File: src/rtl/inverter_ctrl.sv
// -----------------------------------------------------------------------------
// inverter_ctrl
// Issue sequencer for a pipelined DOM-masked GF(2^4) inverter.
//
// Each cycle it issues at most one masked nibble to the inverter, together with
// fresh randomness. An issue needs a valid input vector, a valid randomness word
// and a free credit. Results come back INV_LATENCY cycles later and go into an
// output FIFO. The inverter has no stall input, so every result must already
// have a FIFO slot when it arrives. The credit counter reserves that slot at
// issue time.
//
// Ports
//   ClkxCI, RstxBI          clock (rising edge), asynchronous active-low reset
//   InValidxSI/InReadyxSO   masked input handshake, _XxDI carries the shares
//   RndValidxSI/RndReadyxSO randomness handshake, RndxDI =
//                           {Bmul3,Bmul2,Bmul1,Zmul3,Zmul2,Zmul1}
//   OutValidxSO/OutReadyxSI result handshake, _QxDO is the FIFO head
//   IdlexSO                 no transaction in flight or buffered
//   _InvXxDO, _Zmul*xDO,
//   _Bmul*xDO               drive to the inverter (zero when nothing issues)
//   _InvQxDI                result shares from the inverter
// -----------------------------------------------------------------------------
module inverter_ctrl #(
    parameter int SHARES      = 2,
    parameter int INV_LATENCY = 2,
    parameter int RND_DLY     = 1,
    parameter int DEPTH       = 4,
    localparam int Z = SHARES * (SHARES - 1),
    localparam int B = 2 * SHARES,
    localparam int R = 3 * Z + 3 * B,
    localparam int W = 4 * SHARES
) (
    input  logic         ClkxCI,
    input  logic         RstxBI,
    input  logic         InValidxSI,
    output logic         InReadyxSO,
    input  logic [W-1:0] _XxDI,
    input  logic         RndValidxSI,
    output logic         RndReadyxSO,
    input  logic [R-1:0] RndxDI,
    output logic         OutValidxSO,
    input  logic         OutReadyxSI,
    output logic [W-1:0] _QxDO,
    output logic         IdlexSO,
    output logic [W-1:0] _InvXxDO,
    output logic [Z-1:0] _Zmul1xDO,
    output logic [Z-1:0] _Zmul2xDO,
    output logic [Z-1:0] _Zmul3xDO,
    output logic [B-1:0] _Bmul1xDO,
    output logic [B-1:0] _Bmul2xDO,
    output logic [B-1:0] _Bmul3xDO,
    input  logic [W-1:0] _InvQxDI
);

    localparam int CNT_W = $clog2(DEPTH + 1);
    localparam int PTR_W = (DEPTH > 1) ? $clog2(DEPTH) : 1;
    localparam int DW    = 2 * Z + 2 * B;

    // Credit and FIFO state
    logic [CNT_W-1:0]       cntReg;
    logic [CNT_W-1:0]       fifoCntReg;
    logic [PTR_W-1:0]       wrPtrReg;
    logic [PTR_W-1:0]       rdPtrReg;
    logic [W-1:0]           fifoMem [DEPTH];
    logic [INV_LATENCY-1:0] validPipeReg;

    logic pop;
    logic ok;
    logic issue;
    logic fifoWr;

    // Randomness for the later inverter stages: {Bmul3,Bmul2,Zmul3,Zmul2}
    logic [DW-1:0] dlyIn;
    logic [DW-1:0] dlyOut;

    // ------------------------------------------------------------------
    // Handshake and credit logic
    // ------------------------------------------------------------------
    assign OutValidxSO = (fifoCntReg != '0);
    assign pop         = OutValidxSO & OutReadyxSI;

    // A pop in this cycle frees a slot, so a full credit pool can still
    // accept. This keeps the throughput at one per cycle under a steady drain.
    assign ok = (cntReg < CNT_W'(DEPTH)) | pop;

    // Gating with RstxBI holds the readies and the inverter drive at zero
    // for the whole reset period, not only from the next edge.
    assign InReadyxSO  = RstxBI & RndValidxSI & ok;
    assign RndReadyxSO = RstxBI & InValidxSI & ok;
    assign issue       = RstxBI & InValidxSI & RndValidxSI & ok;

    assign IdlexSO = (cntReg == '0);

    always_ff @(posedge ClkxCI or negedge RstxBI) begin
        if (!RstxBI) begin
            cntReg <= '0;
        end else begin
            cntReg <= cntReg + CNT_W'(issue) - CNT_W'(pop);
        end
    end

    // ------------------------------------------------------------------
    // Inverter drive: first-stage operands are combinational on issue
    // ------------------------------------------------------------------
    always_comb begin
        _InvXxDO  = '0;
        _Zmul1xDO = '0;
        _Bmul1xDO = '0;
        dlyIn     = '0;
        if (issue) begin
            _InvXxDO  = _XxDI;
            _Zmul1xDO = RndxDI[Z-1:0];
            _Bmul1xDO = RndxDI[3*Z+B-1:3*Z];
            dlyIn     = {RndxDI[3*Z+3*B-1:3*Z+2*B],   // Bmul3
                         RndxDI[3*Z+2*B-1:3*Z+B],     // Bmul2
                         RndxDI[3*Z-1:2*Z],           // Zmul3
                         RndxDI[2*Z-1:Z]};            // Zmul2
        end
    end

    // The later-stage randomness is delayed to the stage that uses it. A
    // non-issue cycle loads zeros, so no word is ever presented twice.
    generate
        if (RND_DLY == 0) begin : g_noDly
            assign dlyOut = dlyIn;
        end else begin : g_dly
            logic [DW-1:0] dlyChainReg [RND_DLY];
            for (genvar gi = 0; gi < RND_DLY; gi++) begin : g_stage
                if (gi == 0) begin : g_head
                    always_ff @(posedge ClkxCI or negedge RstxBI) begin
                        if (!RstxBI) begin
                            dlyChainReg[gi] <= '0;
                        end else begin
                            dlyChainReg[gi] <= dlyIn;
                        end
                    end
                end else begin : g_body
                    always_ff @(posedge ClkxCI or negedge RstxBI) begin
                        if (!RstxBI) begin
                            dlyChainReg[gi] <= '0;
                        end else begin
                            dlyChainReg[gi] <= dlyChainReg[gi-1];
                        end
                    end
                end
            end
            assign dlyOut = dlyChainReg[RND_DLY-1];
        end
    endgenerate

    assign _Zmul2xDO = dlyOut[Z-1:0];
    assign _Zmul3xDO = dlyOut[2*Z-1:Z];
    assign _Bmul2xDO = dlyOut[2*Z+B-1:2*Z];
    assign _Bmul3xDO = dlyOut[2*Z+2*B-1:2*Z+B];

    // ------------------------------------------------------------------
    // In-flight tracking: the tail bit marks the cycle the result arrives
    // ------------------------------------------------------------------
    generate
        for (genvar gi = 0; gi < INV_LATENCY; gi++) begin : g_validPipe
            if (gi == 0) begin : g_head
                always_ff @(posedge ClkxCI or negedge RstxBI) begin
                    if (!RstxBI) begin
                        validPipeReg[gi] <= 1'b0;
                    end else begin
                        validPipeReg[gi] <= issue;
                    end
                end
            end else begin : g_body
                always_ff @(posedge ClkxCI or negedge RstxBI) begin
                    if (!RstxBI) begin
                        validPipeReg[gi] <= 1'b0;
                    end else begin
                        validPipeReg[gi] <= validPipeReg[gi-1];
                    end
                end
            end
        end
    endgenerate

    assign fifoWr = validPipeReg[INV_LATENCY-1];

    // ------------------------------------------------------------------
    // Output FIFO (circular). Credits guarantee a write never finds it full.
    // The head is read straight from the storage, so the inverter result
    // reaches _QxDO only after it has been registered.
    // ------------------------------------------------------------------
    always_ff @(posedge ClkxCI) begin
        if (fifoWr) begin
            fifoMem[wrPtrReg] <= _InvQxDI;
        end
    end

    always_ff @(posedge ClkxCI or negedge RstxBI) begin
        if (!RstxBI) begin
            wrPtrReg   <= '0;
            rdPtrReg   <= '0;
            fifoCntReg <= '0;
        end else begin
            if (fifoWr) begin
                wrPtrReg <= (wrPtrReg == PTR_W'(DEPTH - 1)) ? '0 : wrPtrReg + 1'b1;
            end
            if (pop) begin
                rdPtrReg <= (rdPtrReg == PTR_W'(DEPTH - 1)) ? '0 : rdPtrReg + 1'b1;
            end
            fifoCntReg <= fifoCntReg + CNT_W'(fifoWr) - CNT_W'(pop);
        end
    end

    assign _QxDO = fifoMem[rdPtrReg];

endmodule
File: config.mk
export PLATFORM = sky130hd
export DESIGN_NAME = inverter_ctrl
export DESIGN_NICKNAME = d
export VERILOG_FILES = /design/src/rtl/inverter_ctrl.sv
export SDC_FILE = /design/constraint.sdc
export NUM_CORES = 1
export LEC_CHECK = 0
export CAP_MARGIN = 20
export CELL_PAD_IN_SITES_DETAIL_PLACEMENT = 1
export CELL_PAD_IN_SITES_GLOBAL_PLACEMENT = 2
export CORE_MARGIN = 3
export CORE_UTILIZATION = 31
export CTS_BUF_LIST = sky130_fd_sc_hd__clkbuf_4 sky130_fd_sc_hd__clkbuf_8
export DETAILED_ROUTE_END_ITERATION = 8
export PLACE_DENSITY = 0.84
export SLEW_MARGIN = 20
export SYNTH_ARGS = -nofsm -noshare
export SYNTH_HDL_FRONTEND = slang
export SYNTH_SLANG_ARGS = --single-unit
File: constraint.sdc
create_clock -name ClkxCI -period 2.55 [get_ports ClkxCI]
set_clock_uncertainty 0.1 [all_clocks]
set_input_delay 0.51 -clock ClkxCI [delete_from_list [all_inputs] [get_ports ClkxCI]]
set_output_delay 0.51 -clock ClkxCI [all_outputs]
set_load 0.05 [all_outputs]
==> metrics list <==
- The area growth from synthesis to layout is 46.6%.
- Port bufs: 76
* Core region area: 7770 um^2
- Number of cells on the worst reg-to-reg path: 9
- Syn Std Cell Area: approximately 2500 um^2
- The clock tree synthesis step divided the H-tree into 2 levels.
- Entering global routing, the biggest net connects 34 pins.
- The longest clock path from root to sink contains 2 buffers.
- Vias per std cell: a little under 5
- Ys Warns: 0
- Dividing total power by cell area gives a power density of roughly 900 nW/um^2.
- TritonCTS built the clock tree.
- Clk slew on worst S/H paths: roughly 90 ps
* Synth Instances: 180
- A synthesized cell averages between 10 and 15 um^2.
* Final hold slack: between 100 and 150 ps
* DR vias: between 1,500 and 2,000
- DIE WIDTH: between 90 and 100 um
- The count of cells in the finished layout, fillers not included, comes to roughly 360.
* Ordered cell list for the critical path: or3_1, clkdlybuf4s50_1
* Aggregate routed wire length: 5970 um
* Final total power: between 3 and 4 mW
* Weighted congestion at the end of routability-driven global placement: roughly 0.74
- Post-Synthesis Net Count: 230
* Clock network latency to the later pin of the worst-skew pair: ~300 ps
- The net count of the finished layout is ~300.
* Kind of launch point of the worst setup path: flop
* Max Freq: 0.407 GHz
- Post-route ant nets: 0
* Share of the core filled with cells in the final layout: 0.469
- The largest single stage delay on the critical path is ~700 ps.
- Of the synthesized area, sequential elements account for 0.629.
- Maximum net fanout on the critical path: 3
- Headroom to the max-slew limit came out at 0.623.
* Most frequent standard cell in the layout excluding fill and tap cells: sky130_fd_sc_hd__clkdlybuf4s50_1
- Placed cells: 348
- Final worst path period need: between 2000 and 2500 ps
* Overall Global Routing Usage: 0.136
- For the worst setup path, the data required time is just under 2000 ps.
* Number of detailed-route iterations in the first pass: 4
- Result of the run: finished, final reports clean
* Worst Tran Pin Value: approximately 570 ps
- Top library cells by usage in the layout, fill and taps aside: sky130_fd_sc_hd__clkdlybuf4s50_1 (50), sky130_fd_sc_hd__edfxtp_1 (32), sky130_fd_sc_hd__a21oi_1 (28)
- The first global-routing pass estimated ~9500 um of wire.
- Buffer cell driving the clock tree root: sky130_fd_sc_hd__clkbuf_8
- The initial antenna violation count came to 0.
- Final WS setup: around 90 ps
* Max-capacitance violation count: 0
- Number of clock sinks: 56
- Summed over all layers, the global routing overflow is 0.
* Setup fix buffers added after clock tree synthesis: 0
- Peak supply drop: between 300 and 400 uV
- Final Hold Fails: 0
- HPWL reported at the end of detailed placement: roughly 4200 um
* Setup total negative slack: 0 ps
* Post-synth cell types: 25
- Post-detailed-route wirelength per cell: between 15 and 20 um
- Final Max Tran Viols: 0
- After detailed routing, the number of remaining DRC violations is 0.
* Endpoint of the worst register-to-register path: fifoCntReg[2]
- The worst register-to-register path has a setup slack of around 200 ps.
* Max stage delay cell, worst path: sky130_fd_sc_hd__clkdlybuf4s50_1
* Number of antenna repair diodes: 0
- The critical path is of the flop to output pin type.
- Final critical-path share of the clock period: 0.965
* Area after detailed placement: ~3500 um^2
- Once layout is done, the placed cells without fillers occupy approximately 3600 um^2.
- Number of buffers added by the clock tree synthesis step: 5
* Placement Setup Slack: -157 ps
* Worst min-delay path class: primary input to asynchronous set/reset pin
- Setup repair after global routing left no endpoint under its margin.
- In this run the core area contains 32 standard-cell rows.
* Number of global-route vias before repair: around 1,900
* Endpoint kind of the worst setup timing path: output pin
- Worst EP arrival: between 1500 and 2000 ps
- I/O pin count: 77
- For this configuration, the core starts out at a cell density of 0.320.
- Iter 0 DRT Violations: 85
* Filler Cells Inserted: roughly 810
- Summed over all cells, the static leakage comes to around 1.4 nW.
- Height of the die: about 96 um
- Reg-to-reg startpoint: fifoCntReg[2]
* Die area: just over 9000 um^2
- Fraction of final layout cells with drive strength greater than 1: 0.213
* Yosys reg bits: 56
* Final setup violation count: 0
-- per-layer routing --
| metal | track usage | part of all wire | wire length, um | vias up |
|---|---|---|---|---|
| li1 | - | - | - | 815 |
| met1 | 0.159 | 0.40 | 2380 | 872 |
| met2 | 0.230 | 0.49 | 2900 | 67 |
| met3 | 0.0529 | 0.10 | 599 | 8 |
| met4 | 0.0415 | 0.016 | 96 | 0 |
| met5 | 0 | 0 | 0 | - |
-- layout make-up --
type                    count  area (um^2)  area share
flip-flops and latches     56         1560       0.429
repair buffers             84          973       0.267
multi-input cells          96          806       0.221
inverters                  10         37.5      0.0103
clock inverters             2         60.1      0.0165
well taps                 102          128      0.0350
clock buffers               6         76.3      0.0210
-- worst max-delay path by stage --
stage / start / end / slack [ps] / depth (start not counted)
2_1_floorplan: cntReg[2] / IdlexSO / 150 / 3
3_3_place_gp: OutReadyxSI / cntReg[2] / -110 / 9
3_5_place_dp: OutReadyxSI / cntReg[2] / -160 / 9
4_1_cts: RndValidxSI / _InvXxDO[2] / 40 / 5
5_1_grt: rdPtrReg[0] / _QxDO[2] / 9 / 2
6_report: fifoCntReg[2] / OutValidxSO / 90 / 2
-- sequential cells by signal, indices dropped and copies added (netlist names) --
name / cells
dlyOut: 12
fifoCntReg: 3
rdPtrReg: 2
cntReg: 3
wrPtrReg: 2
validPipeReg: 1
fifoMem: 32
fifoWr: 1
-- critical path, delay by kind of cell, from the launching register on --
kind          cells  cell delay [ps]
simple gates      1              390
flops             1              450
buf+inv           1              710
-- Yosys cell counts --
master | n | area, um^2
sky130_fd_sc_hd__o31ai_4 | 1 | 21.3
sky130_fd_sc_hd__xnor2_1 | 3 | 26.3
sky130_fd_sc_hd__inv_1 | 9 | 33.8
sky130_fd_sc_hd__o21ai_0 | 2 | 10.0
sky130_fd_sc_hd__dfrtp_1 | 24 | 601
sky130_fd_sc_hd__buf_1 | 1 | 3.75
sky130_fd_sc_hd__a21o_1 | 1 | 7.51
sky130_fd_sc_hd__mux2_1 | 2 | 22.5
sky130_fd_sc_hd__and2_1 | 4 | 25.0
sky130_fd_sc_hd__inv_2 | 1 | 3.75
sky130_fd_sc_hd__nor2_1 | 1 | 3.75
sky130_fd_sc_hd__xor2_1 | 1 | 8.76
sky130_fd_sc_hd__nand2_1 | 3 | 11.3
sky130_fd_sc_hd__nor3_1 | 1 | 5.00
sky130_fd_sc_hd__fa_1 | 2 | 40.0
sky130_fd_sc_hd__or3_1 | 1 | 6.26
sky130_fd_sc_hd__nand3_1 | 1 | 5.00
sky130_fd_sc_hd__a21oi_1 | 29 | 145
sky130_fd_sc_hd__clkbuf_1 | 5 | 18.8
sky130_fd_sc_hd__buf_2 | 12 | 60.1
sky130_fd_sc_hd__mux4_2 | 8 | 180
sky130_fd_sc_hd__ha_1 | 9 | 113
sky130_fd_sc_hd__nand4_1 | 26 | 163
sky130_fd_sc_hd__or3b_2 | 1 | 8.76
sky130_fd_sc_hd__edfxtp_1 | 32 | 961
-- timing repair --
action	4_1_cts	5_1_grt
setup endpoints to repair	0	2
hold buffers	0	0
gates resized for setup	0	3
-- logic make-up (layout without fill, tap and decap cells) --
kind of cell	Yosys count	after routing	synth area share
flops	56	56	0.629
compound gates	33	33	0.0741
mux	10	10	0.0816
fa+ha+maj	11	11	0.0615
xor+xnor	4	4	0.0141
buf+inv	28	102	0.0484
simple gates	38	38	0.0917
-- power by group --
part | internal (mW) | switching (mW)
combinational | 0.533 | 0.769
sequential | 1.08 | 0.160
clock | 0.403 | 0.270
total | 2.02 | 1.20
Note: power is estimated with default switching activity, not from simulation.
